### src/rtl/general1_pkg.sv
// Shared general-purpose constant helpers.
package General1;

    // Smallest d with 10**d >= n: decimal digits needed to show 0..n-1.
    function automatic int clog10(input longint unsigned n);
        int             d;
        longint unsigned p;
        d = 0;
        p = 64'd1;
        for (int i = 0; i < 20; i++) begin
            if (p < n) begin
                p = p * 64'd10;
                d = d + 1;
            end else begin
                d = d;
            end
        end
        return d;
    endfunction

endpackage

### src/rtl/seg_pkg.sv
// Symbol, segment-code and FSM definitions for the 7-segment capture path.
package seg_pkg;

    typedef enum logic [3:0] {
        DIG0 = 4'd0, DIG1, DIG2, DIG3, DIG4, DIG5, DIG6, DIG7, DIG8, DIG9,
        BLANK, MINUS, INVALID
    } symbol_t;

    typedef enum logic [1:0] {
        SCAN    = 2'd0,
        CONVERT = 2'd1,
        DONE    = 2'd2
    } state_t;

    // Active-high gfedcba codes.
    localparam logic [6:0] SEG_0     = 7'h3F;
    localparam logic [6:0] SEG_1     = 7'h06;
    localparam logic [6:0] SEG_2     = 7'h5B;
    localparam logic [6:0] SEG_3     = 7'h4F;
    localparam logic [6:0] SEG_4     = 7'h66;
    localparam logic [6:0] SEG_5     = 7'h6D;
    localparam logic [6:0] SEG_6     = 7'h7D;
    localparam logic [6:0] SEG_7     = 7'h07;
    localparam logic [6:0] SEG_8     = 7'h7F;
    localparam logic [6:0] SEG_9     = 7'h6F;
    localparam logic [6:0] SEG_BLANK = 7'h00;
    localparam logic [6:0] SEG_MINUS = 7'h40;

    // Numeric weight of a symbol; blank and minus count as zero.
    function automatic logic [3:0] symbol_value(input symbol_t s);
        logic [3:0] v;
        if (s <= DIG9) begin
            v = s;
        end else begin
            v = 4'd0;
        end
        return v;
    endfunction

endpackage

### src/rtl/seg7_decoder.sv
// Combinational decode of an active-low segment pattern into a display symbol.
module seg7_decoder
    import seg_pkg::*;
(
    input  logic [6:0] segments,
    output symbol_t    symbol
);

    logic [6:0] lit_s;

    // Invert to active-high and match against the known glyphs.
    always_comb begin
        lit_s  = ~segments;
        symbol = INVALID;
        case (lit_s)
            SEG_0:     symbol = DIG0;
            SEG_1:     symbol = DIG1;
            SEG_2:     symbol = DIG2;
            SEG_3:     symbol = DIG3;
            SEG_4:     symbol = DIG4;
            SEG_5:     symbol = DIG5;
            SEG_6:     symbol = DIG6;
            SEG_7:     symbol = DIG7;
            SEG_8:     symbol = DIG8;
            SEG_9:     symbol = DIG9;
            SEG_BLANK: symbol = BLANK;
            SEG_MINUS: symbol = MINUS;
            default:   symbol = INVALID;
        endcase
    end

endmodule

### src/rtl/segments2data.sv
// Samples a multiplexed 7-segment bus, captures settled digits and rebuilds
// the displayed number as a binary value with range checking.
module segments2data
    import seg_pkg::*;
#(
    parameter int    Size         = 5,
    parameter string Signed       = "No",
    parameter int    SettleCycles = 4,
    localparam int   ISize        = (Signed == "No") ? General1::clog10(longint'(1) << Size)
                                                     : General1::clog10(longint'(1) << (Size - 1)) + 1
)(
    input  logic             Clock,
    input  logic             Reset,
    input  logic [ISize-1:0] Indicators,
    input  logic [7:0]       Segments,
    output logic [Size-1:0]  Data,
    output logic             Valid,
    output logic             Error
);

    localparam bit IS_SIGNED = (Signed == "Yes");
    localparam int ACC_W     = Size + 4;
    localparam int CNT_W     = $clog2(SettleCycles + 1);
    localparam int IDX_W     = (ISize > 1) ? $clog2(ISize) : 1;

    localparam logic [ACC_W-1:0] LIM_U    = ACC_W'((longint'(1) << Size) - longint'(1));
    localparam logic [ACC_W-1:0] LIM_POS  = ACC_W'((longint'(1) << (Size - 1)) - longint'(1));
    localparam logic [ACC_W-1:0] LIM_NEG  = ACC_W'(longint'(1) << (Size - 1));
    localparam logic [CNT_W-1:0] CNT_MAX  = CNT_W'(SettleCycles);
    localparam logic [CNT_W-1:0] CNT_FIRE = CNT_W'(SettleCycles - 2);
    localparam logic [IDX_W-1:0] IDX_TOP  = IDX_W'(ISize - 1);

    logic [ISize-1:0] ind_r, ind_prev_r;
    logic [7:0]       seg_r, seg_prev_r;
    logic [CNT_W-1:0] cnt_r;
    symbol_t          slot_r [ISize];
    logic [ISize-1:0] mask_r;
    state_t           state_r;
    logic [IDX_W-1:0] idx_r;
    logic [ACC_W-1:0] acc_r;
    logic [Size-1:0]  data_r;
    logic             valid_r, error_r;

    symbol_t          dec_sym_s;
    state_t           state_s;
    logic             stable_s, capture_s, bad_s, neg_s, range_err_s;
    logic [IDX_W-1:0] sel_s;
    logic [ISize-1:0] mask_s;
    logic [ACC_W-1:0] lim_s;
    logic [Size-1:0]  data_neg_s;

    seg7_decoder u_dec (
        .segments (seg_r[6:0]),
        .symbol   (dec_sym_s)
    );

    // Capture qualification, slot selection and end-of-frame checks.
    always_comb begin
        stable_s  = ({ind_r, seg_r} == {ind_prev_r, seg_prev_r});
        capture_s = stable_s && $onehot(~ind_r) && (cnt_r == CNT_FIRE) && (state_r == SCAN);
        mask_s    = capture_s ? (mask_r | ~ind_r) : mask_r;
        sel_s     = {IDX_W{1'b0}};
        for (int i = 0; i < ISize; i++) begin
            sel_s = ind_r[i] ? sel_s : IDX_W'(i);
        end
        bad_s = 1'b0;
        for (int i = 0; i < ISize; i++) begin
            bad_s = bad_s | (slot_r[i] == INVALID)
                          | ((slot_r[i] == MINUS) && ((i != ISize - 1) || !IS_SIGNED));
        end
        neg_s       = IS_SIGNED && (slot_r[ISize-1] == MINUS);
        lim_s       = !IS_SIGNED ? LIM_U : (neg_s ? LIM_NEG : LIM_POS);
        range_err_s = (acc_r > lim_s);
        data_neg_s  = {Size{1'b0}} - acc_r[Size-1:0];
    end

    // Next-state logic: scan until all slots captured, convert, then report.
    always_comb begin
        state_s = state_r;
        case (state_r)
            SCAN:    state_s = (&mask_s) ? CONVERT : SCAN;
            CONVERT: state_s = (idx_r == {IDX_W{1'b0}}) ? DONE : CONVERT;
            DONE:    state_s = SCAN;
            default: state_s = SCAN;
        endcase
    end

    // Input sampling, settle counter, digit slots, Horner accumulator, outputs.
    always_ff @(posedge Clock) begin
        if (Reset) begin
            ind_r      <= {ISize{1'b1}};
            ind_prev_r <= {ISize{1'b1}};
            seg_r      <= 8'hFF;
            seg_prev_r <= 8'hFF;
            cnt_r      <= {CNT_W{1'b0}};
            mask_r     <= {ISize{1'b0}};
            state_r    <= SCAN;
            idx_r      <= IDX_TOP;
            acc_r      <= {ACC_W{1'b0}};
            data_r     <= {Size{1'b0}};
            valid_r    <= 1'b0;
            error_r    <= 1'b0;
            for (int i = 0; i < ISize; i++) begin
                slot_r[i] <= BLANK;
            end
        end else begin
            ind_r      <= Indicators;
            seg_r      <= Segments;
            ind_prev_r <= ind_r;
            seg_prev_r <= seg_r;
            if (!stable_s) begin
                cnt_r <= {CNT_W{1'b0}};
            end else if (cnt_r != CNT_MAX) begin
                cnt_r <= cnt_r + CNT_W'(1);
            end
            state_r <= state_s;
            valid_r <= 1'b0;
            error_r <= 1'b0;
            case (state_r)
                SCAN: begin
                    mask_r <= mask_s;
                    idx_r  <= IDX_TOP;
                    acc_r  <= {ACC_W{1'b0}};
                    if (capture_s) begin
                        slot_r[sel_s] <= dec_sym_s;
                    end
                end
                CONVERT: begin
                    acc_r <= acc_r * ACC_W'(10) + ACC_W'(symbol_value(slot_r[idx_r]));
                    idx_r <= idx_r - IDX_W'(1);
                end
                DONE: begin
                    mask_r <= {ISize{1'b0}};
                    if (bad_s || range_err_s) begin
                        error_r <= 1'b1;
                    end else begin
                        valid_r <= 1'b1;
                        data_r  <= neg_s ? data_neg_s : acc_r[Size-1:0];
                    end
                end
                default: mask_r <= {ISize{1'b0}};
            endcase
        end
    end

    assign Data  = data_r;
    assign Valid = valid_r;
    assign Error = error_r;

endmodule

### config.mk
export PLATFORM = sky130hd
export DESIGN_NAME = segments2data
export DESIGN_NICKNAME = d
export VERILOG_FILES = /design/src/rtl/general1_pkg.sv /design/src/rtl/seg_pkg.sv /design/src/rtl/seg7_decoder.sv /design/src/rtl/segments2data.sv
export SDC_FILE = /design/constraint.sdc
export NUM_CORES = 1
export LEC_CHECK = 0
export CORE_MARGIN = 2
export CORE_UTILIZATION = 56
export DETAILED_ROUTE_END_ITERATION = 7
export GPL_ROUTABILITY_DRIVEN = 1
export PLACE_DENSITY = 0.77
export SYNTH_ARGS = -nofsm -noshare
export SYNTH_HDL_FRONTEND = slang
export SYNTH_SLANG_ARGS = --single-unit
export TNS_END_PERCENT = 50
### constraint.sdc
create_clock -name Clock -period 4.5 [get_ports Clock]
set_input_delay 0.9 -clock Clock [delete_from_list [all_inputs] [get_ports Clock]]
set_output_delay 0.9 -clock Clock [all_outputs]
set_load 0.005 [all_outputs]
==> results.tsv <==
metric	value	unit
mapped cell area	0.002685	mm²
reg2reg start	acc_r[1]$_SDFFE_PP0P_	
IO Pins	19	
Ys Warns	0	
gr usage total	0.1830	
relative slew slack	0.6122	
fraction of layout cells with a size suffix above 1	0.1153	
asr flop ratio synth	0	
Max clock buf depth	2	
Clock Skew	0.007665	ns
final cell count without fillers	349	
average wire per standard cell	13.38	µm
# clock sinks	53	
gr ovfl total	0	
# hold bufs at CTS	0	
dpl cells	341	
CP cell instances	ha_1 -> ha_1 -> fa_1 -> inv_1 -> nor4_1 -> xnor3_1 -> nand3_1 -> a21oi_1	
critical path's largest stage delay	0.52	ns
largest net degree at the start of global routing	48	
placed cell areas	0.002867	mm²
Post-CTS Resized	0	
Max Cap Viol	0	
via/cell ratio	5.576	
status	finished, final reports clean	
via count	1946	
Syn Nets	312	
Post-synth EDFFs	8	
post-layout minimum cycle time	2.463	ns
H-tree levels	2	
clock latency on the worst-skew pair	0.31	ns
Crit path arrival time	2.65	ns
fin nets	323	
die width	73.25	µm
RSZ-0062 raised after global routing	false	
die span in y	73.25	µm
Period Utilization, post-route	0.5473	
GP Congestion	0.7929	
Core ar.	0.004661	mm²
DRT Pass-1 Iters	4	
DRT iter0 DRCs	111	
CP Capture Type	flip-flop	
cell count after synthesis	283	
vias in the first global route	1709	
CTS Root Cell	clkbuf_8	
CTS tree	yes	
Max Fanout on Critical Path	5	
most common cell after layout, fill and taps aside	dfxtp_1	
P&R area growth vs syn	10.21	%
DR DRC count	0	
Hold Startpoint	mask_r[1]$_SDFFE_PP0N_	
Row Count	25	
crit path launch type	flip-flop	
initial core utilization	0.5761	
Synth Flop Type	dfxtp_1	
count of input and output buffers	18	
post-route cell area	0.002959	mm²
Sum Neg Setup Slack	0	ns
crit path kind	reg2reg	
actual slew at the worst max-slew pin	0.5809	ns
Worst-path clk slew	0.10	ns
Die Area	0.005365	mm²
highest-count cells in the layout ignoring fill and taps	dfxtp_1 (45), nor2_1 (33), or2_2 (20)	
TritonCTS Buffers	5	
Slowest cell on crit path	fa_1	
WL final	4.669	mm
most used cell, CP	ha_1	
first-pass GRT wire length	7.596	mm
#FFs+latches synth	53	
PwrDens	280.3	mW/mm²
Max rail drop VDD	231.7	µV
post-synth cell types	49	
antenna diode count	0	
Reg2Reg Depth	8	
sequential area share after synthesis	0.4250	
antenna violations before repair	0	
leak pwr	1.209	nW
Hold Vio Cnt, Final	0	
Max Clk Rate	406.0	MHz
crit path launch	acc_r[1]$_SDFFE_PP0P_	
worst hold stages	2	
final-report setup violation count	0	
max-slew violations	0	
Synth Area per Inst	9.488	µm²
hold crit path type	reg2reg	
Critical Path RT	4.69	ns
Setup Fix Bufs, Post-CTS	0	
DRT antenna net count	0	
HPWL after detailed placement	3.388	mm
## critical path: cells and delay by family, from the launching register on
family,cells,cell delay [ns]
flops,1,0.44
fa+ha+maj,3,1.02
simple gates,2,0.48
xor+xnor,1,0.28
compound gates,1,0.06
buf+inv,1,0.07
## power breakdown
part / internal (mW) / total (mW) / switching, mW / leakage [nW]
registers: 0.489 / 0.504 / 0.0143 / 0.437
clock network: 0.113 / 0.276 / 0.163 / 0.0491
logic: 0.0290 / 0.0497 / 0.0207 / 0.723
total: 0.632 / 0.829 / 0.198 / 1.21
## cells in the mapped netlist, types with 2 or more instances
cell type	instances	share of area
dfxtp_1	45	0.34
nor2_1	33	0.046
or2_2	20	0.047
ha_1	15	0.070
xnor2_1	15	0.049
a21oi_1	13	0.024
nand2_1	13	0.018
inv_1	12	0.017
clkbuf_1	10	0.014
nand2b_1	10	0.023
edfxtp_1	8	0.089
nand3_1	8	0.015
mux2i_1	7	0.026
o21ai_0	6	0.011
xor2_1	6	0.020
a22oi_1	5	0.014
nor3_1	5	0.0093
nor4_1	5	0.012
nand4_1	4	0.0093
and3_1	3	0.0070
and3b_1	3	0.0098
o22ai_1	3	0.0070
a21o_1	2	0.0056
a31oi_1	2	0.0047
buf_2	2	0.0037
buf_4	2	0.0056
fa_1	2	0.015
nand4b_1	2	0.0065
nor3b_1	2	0.0056
## flip-flops by register name (all words and copies together), names as in the netlist, named ones only
signal	count
state_r	2
slot_r	8
seg_prev_r	8
ind_r	2
ind_prev_r	2
Data	5
Valid	1
cnt_r	3
seg_r	8
Error	1
idx_r	1
acc_r	9
mask_r	2
## logic make-up after synthesis
logic type,share of synthesized area
xor+xnor,0.08295
buf+inv,0.04427
simple gates,0.2414
fa+ha+maj,0.08481
mux,0.03029
compound gates,0.09133
flops,0.4250
## final cells by class
class,count,area [µm²]
Clock inverter,3,23.77
Tap cell,54,67.56
Timing Repair Buffer,19,187.7
Clock buffer,5,68.82
Sequential cell,53,1141
Multi-Input combinational cell,203,1425
Fill cell,385,1702
Inverter,12,45.04
## layer usage
layer,track usage,part of all wire,vias up
li1,-,-,999
met1,0.2522,0.50,903
met2,0.2863,0.45,37
met3,0.03315,0.038,7
met4,0.06790,0.013,0
met5,0,0,-
## worst paths after layout
kind	endpoint	slack (ns)
max	acc_r[7]$_SDFFE_PP0P_	2.04
min	mask_r[1]$_SDFFE_PP0N_	0.48
max reg2reg	acc_r[7]$_SDFFE_PP0P_	2.04
min reg2reg	mask_r[1]$_SDFFE_PP0N_	0.48
## per-stage QoR
step	total power, mW	hold slack (ns)	util	setup slack, ns
global route	0.8609	0.5118	0.6349	1.903
finish	0.8294	0.4828	0.6349	2.037
global placement	0.5634	0.4473	0.6150	2.134
floorplan	0.5498	0.4367	-	2.214
CTS	0.8370	0.4912	0.6349	2.044
detailed placement	0.5646	0.4690	0.6150	2.072
No activity file was read; power rests on OpenSTA's default activity.
==> patch 1, RTL diff (config.mk and constraints unchanged) <==
Change the parameter `SettleCycles` from 4 to 8.
--- a/src/rtl/segments2data.sv
+++ b/src/rtl/segments2data.sv
@@ -7,3 +7,3 @@
     parameter string Signed       = "No",
-    parameter int    SettleCycles = 4,
+    parameter int    SettleCycles = 8,
     localparam int   ISize        = (Signed == "No") ? General1::clog10(longint'(1) << Size)
Formal check against the unedited RTL: same outputs for any inputs over 10 cycles, from zero or initial values and one cycle with Reset high; that may be too few to reach the edited logic, so the function may still have changed.
==> patch 1 against the original RTL <==
  * Sequential share of layout area down 1.2 points
  * Sequential cell count up 1
  * Power up 7.3%
  * Worst setup slack lost 21 ps
  * Largest cell class unchanged
  * Cell area increased by 5.1%
  * Critical endpoint unchanged
  * Routed wire length is 3.7% higher
  * Area after synthesis increased by 4.9%
  * Critical path depth increased by 2
  * Clock power increased by 19%
  * Maximum frequency decreased by 0.85%
==> patch 1: results (changes against the original RTL) <==
| Metric | Value |
|---|---|
| Status | `finished, final reports clean` |
| M3 GR Usage | `4.28% (+0.97 points)` |
| Cell count after synthesis | `291 (+2.8%)` |
| Mux contribution to synthesized area | `4.04% (+1.0 points)` |
| Sequential area share after synthesis | `41.2% (-1.3 points)` |
| Combinational Power | `0.0502 mW (+1%)` |
| Final WL | `4.84 mm (+3.7%)` |
| VDD IR max | `223 uV (-3.6%)` |
| Final Power | `0.890 mW (+7.3%)` |
| Adder-cell share of the synthesized area | `8.09% (-0.40 points)` |
| Distinct cells, synth | `55 (+12%)` |
| GR Util met1 | `25.6% (+0.42 points)` |
| Cell Count, Final, Fillers Out | `369 (+5.7%)` |
| Clk_skew | `13.0 ps (+5.33 ps)` |
| Internal power | `0.695 mW (+10%)` |
| Layout cells sized above 1 | `15.2% (+3.7 points)` |
| Placed instance count | `361 (+5.9%)` |
| Vias | `2,003 (+2.9%)` |
| Post-layout nets | `330 (+2.2%)` |
| GR Layer Usage met2 | `31.3% (+2.7 points)` |
| Most instantiated cells after synthesis | `dfxtp_1, nor2_1, or2_2` |
| Fill count | `411 (+6.8%)` |
| Vias in the first global route | `1,858 (+8.7%)` |
| Iter 0 DRT Violations | `101 (-9.0%)` |
| Gr usage total | `19.2% (+0.93 points)` |
patch 1: final cells by class:
type / count / share of cell area, %
clock buffer: 5 / 2.21
inverter: 11 / 1.33
sequential: 54 / 37.3
timing repair buffer: 19 / 6.04
tap: 67 / 2.70
multi-input combinational: 210 / 48.9
clock inverter: 3 / 1.53
patch 1: path summary, 6_finish.rpt:
path         cells past startpoint                       end  slack [ps]                start
min reg2reg                      1  seg_prev_r[7]$_SDFF_PP1_         490  seg_r[7]$_SDFF_PP1_
min                              1  seg_prev_r[7]$_SDFF_PP1_         490  seg_r[7]$_SDFF_PP1_
max reg2reg                     10     acc_r[7]$_SDFFE_PP0P_        2020                 flop
max                             10     acc_r[7]$_SDFFE_PP0P_        2020                 flop
patch 1: through the flow:
step	util, %	setup slack [ps]	instance area (sq um)
4_1_cts	65.0	2000	3110
2_1_floorplan	-	2160	2820
5_1_grt	65.0	1870	3110
6_report	65.0	2020	3110
3_3_place_gp	62.5	1880	2990
3_5_place_dp	62.5	1840	2990
==> patch 2, RTL diff (config.mk and constraints unchanged) <==
Without the edit above. Make the reset (`Reset`) asynchronous in one clocked block.
--- a/src/rtl/segments2data.sv
+++ b/src/rtl/segments2data.sv
@@ -88,3 +88,3 @@
     // Input sampling, settle counter, digit slots, Horner accumulator, outputs.
-    always_ff @(posedge Clock) begin
+    always_ff @(posedge Clock or posedge Reset) begin
         if (Reset) begin
Behaviour: same outputs for any inputs over 10 cycles, from zero or initial values and one cycle with Reset high; that may be too few to reach the edited logic, so the function may still have changed.
==> patch 2 against the original RTL <==
  * Sequential cell count down 1
  * Area after synthesis up 1.4%
  * Worst setup slack worse by 59 ps
  * Highest routed layer unchanged
  * Critical path depth down 3
  * Power down 4.6%
  * Cell area up 1.4%
  * Routed wire length up 1.8%
==> patch 2: results (changes against the original RTL) <==
| Metric | Value |
|---|---|
| Status | `finished, final reports clean` |
| Synthesized Nets | `282 (-9.6%)` |
| Cell Count, Final, Fillers Out | `323 (-7.4%)` |
| Wire length on met2 | `2.23 mm (+5.8%)` |
| ClkCell Share | `2.92% (-0.21 points)` |
| Hold endpoint | `seg_prev_r[7]$_DFF_PP1_` |
| Crit path DAT | `2720 ps (+70 ps)` |
| Fill count | `375 (-2.6%)` |
| CP Capture Point | `slot_r[4]$_DFFE_PP0P_` |
| GR Layer Usage met2 | `30.2% (+1.5 points)` |
| VDD IR max | `198 uV (-14%)` |
| GR Util met1 | `28.3% (+3.0 points)` |
| Final WL | `4.75 mm (+1.8%)` |
| Placed Area | `2910 sq um (+1.6%)` |
| Cell count after synthesis | `253 (-11%)` |
| Rel. slew slack | `31.1% (-30 points)` |
| Hold wc startpoint | `seg_r[7]$_DFF_PP1_` |
| Hpwl dp | `3.51 mm (+3.5%)` |
| M3 GR Usage | `4.53% (+1.2 points)` |
| Asr flop ratio synth | `100% (+100 points)` |
| Gr usage total | `19.9% (+1.6 points)` |
| Multi-In Gates | `174 (-14%)` |
| Delay-heaviest family, CP | `simple AND/OR/NAND/NOR gates` |
| Non-clock buffer share of cell area | `6.01% (-0.34 points)` |
| Synthesized area per cell | `10.8 sq um (+13%)` |
| Sequential area share after synthesis | `48.9% (+6.4 points)` |
| WHS Path Cells | `0 (-2)` |
| Post-synth EDFFs | `0 (-8)` |
| Met3 WL post-DR | `152 microns (-15%)` |
| Iter 0 DRT Violations | `123 (+11%)` |
| Signal buffers | `18 (-1)` |
==> patch 2: changes by cell type after synthesis, moves of 8 or more <==
cell and change:
dfxtp_1 -45, dfrtp_1 +27, dfstp_2 +25, or2_2 -20, nand2_1 +11, edfxtp_1 -8, nor2_1 -16
==> patch 2: worst reg2reg max path, cell delays in order, from the launching register on <==
cell	delay, ps
dfstp_2	640
xor2_1	100
nor4_1	320
nand4_1	490
nor3_2	490
mux2_2	380
==> patch 2: power by group <==
part | internal, mW | switching (mW) | total, mW
Clock | 0.109 | 0.149 | 0.258
Sequential | 0.484 | 0.0124 | 0.497
Combinational | 0.0175 | 0.0195 | 0.0371
Total | 0.610 | 0.181 | 0.792
==> patch 2: kinds of logic (layout without fill, tap and decap cells) <==
logic type,count (synthesis),after routing,synth area share [%]
compound gates,44,44,10.5
mux,13,13,5.88
xor+xnor,22,22,7.07
flops,52,52,48.9
fa+ha+maj,17,17,8.36
simple gates,78,78,14.8
buf+inv,27,43,4.50
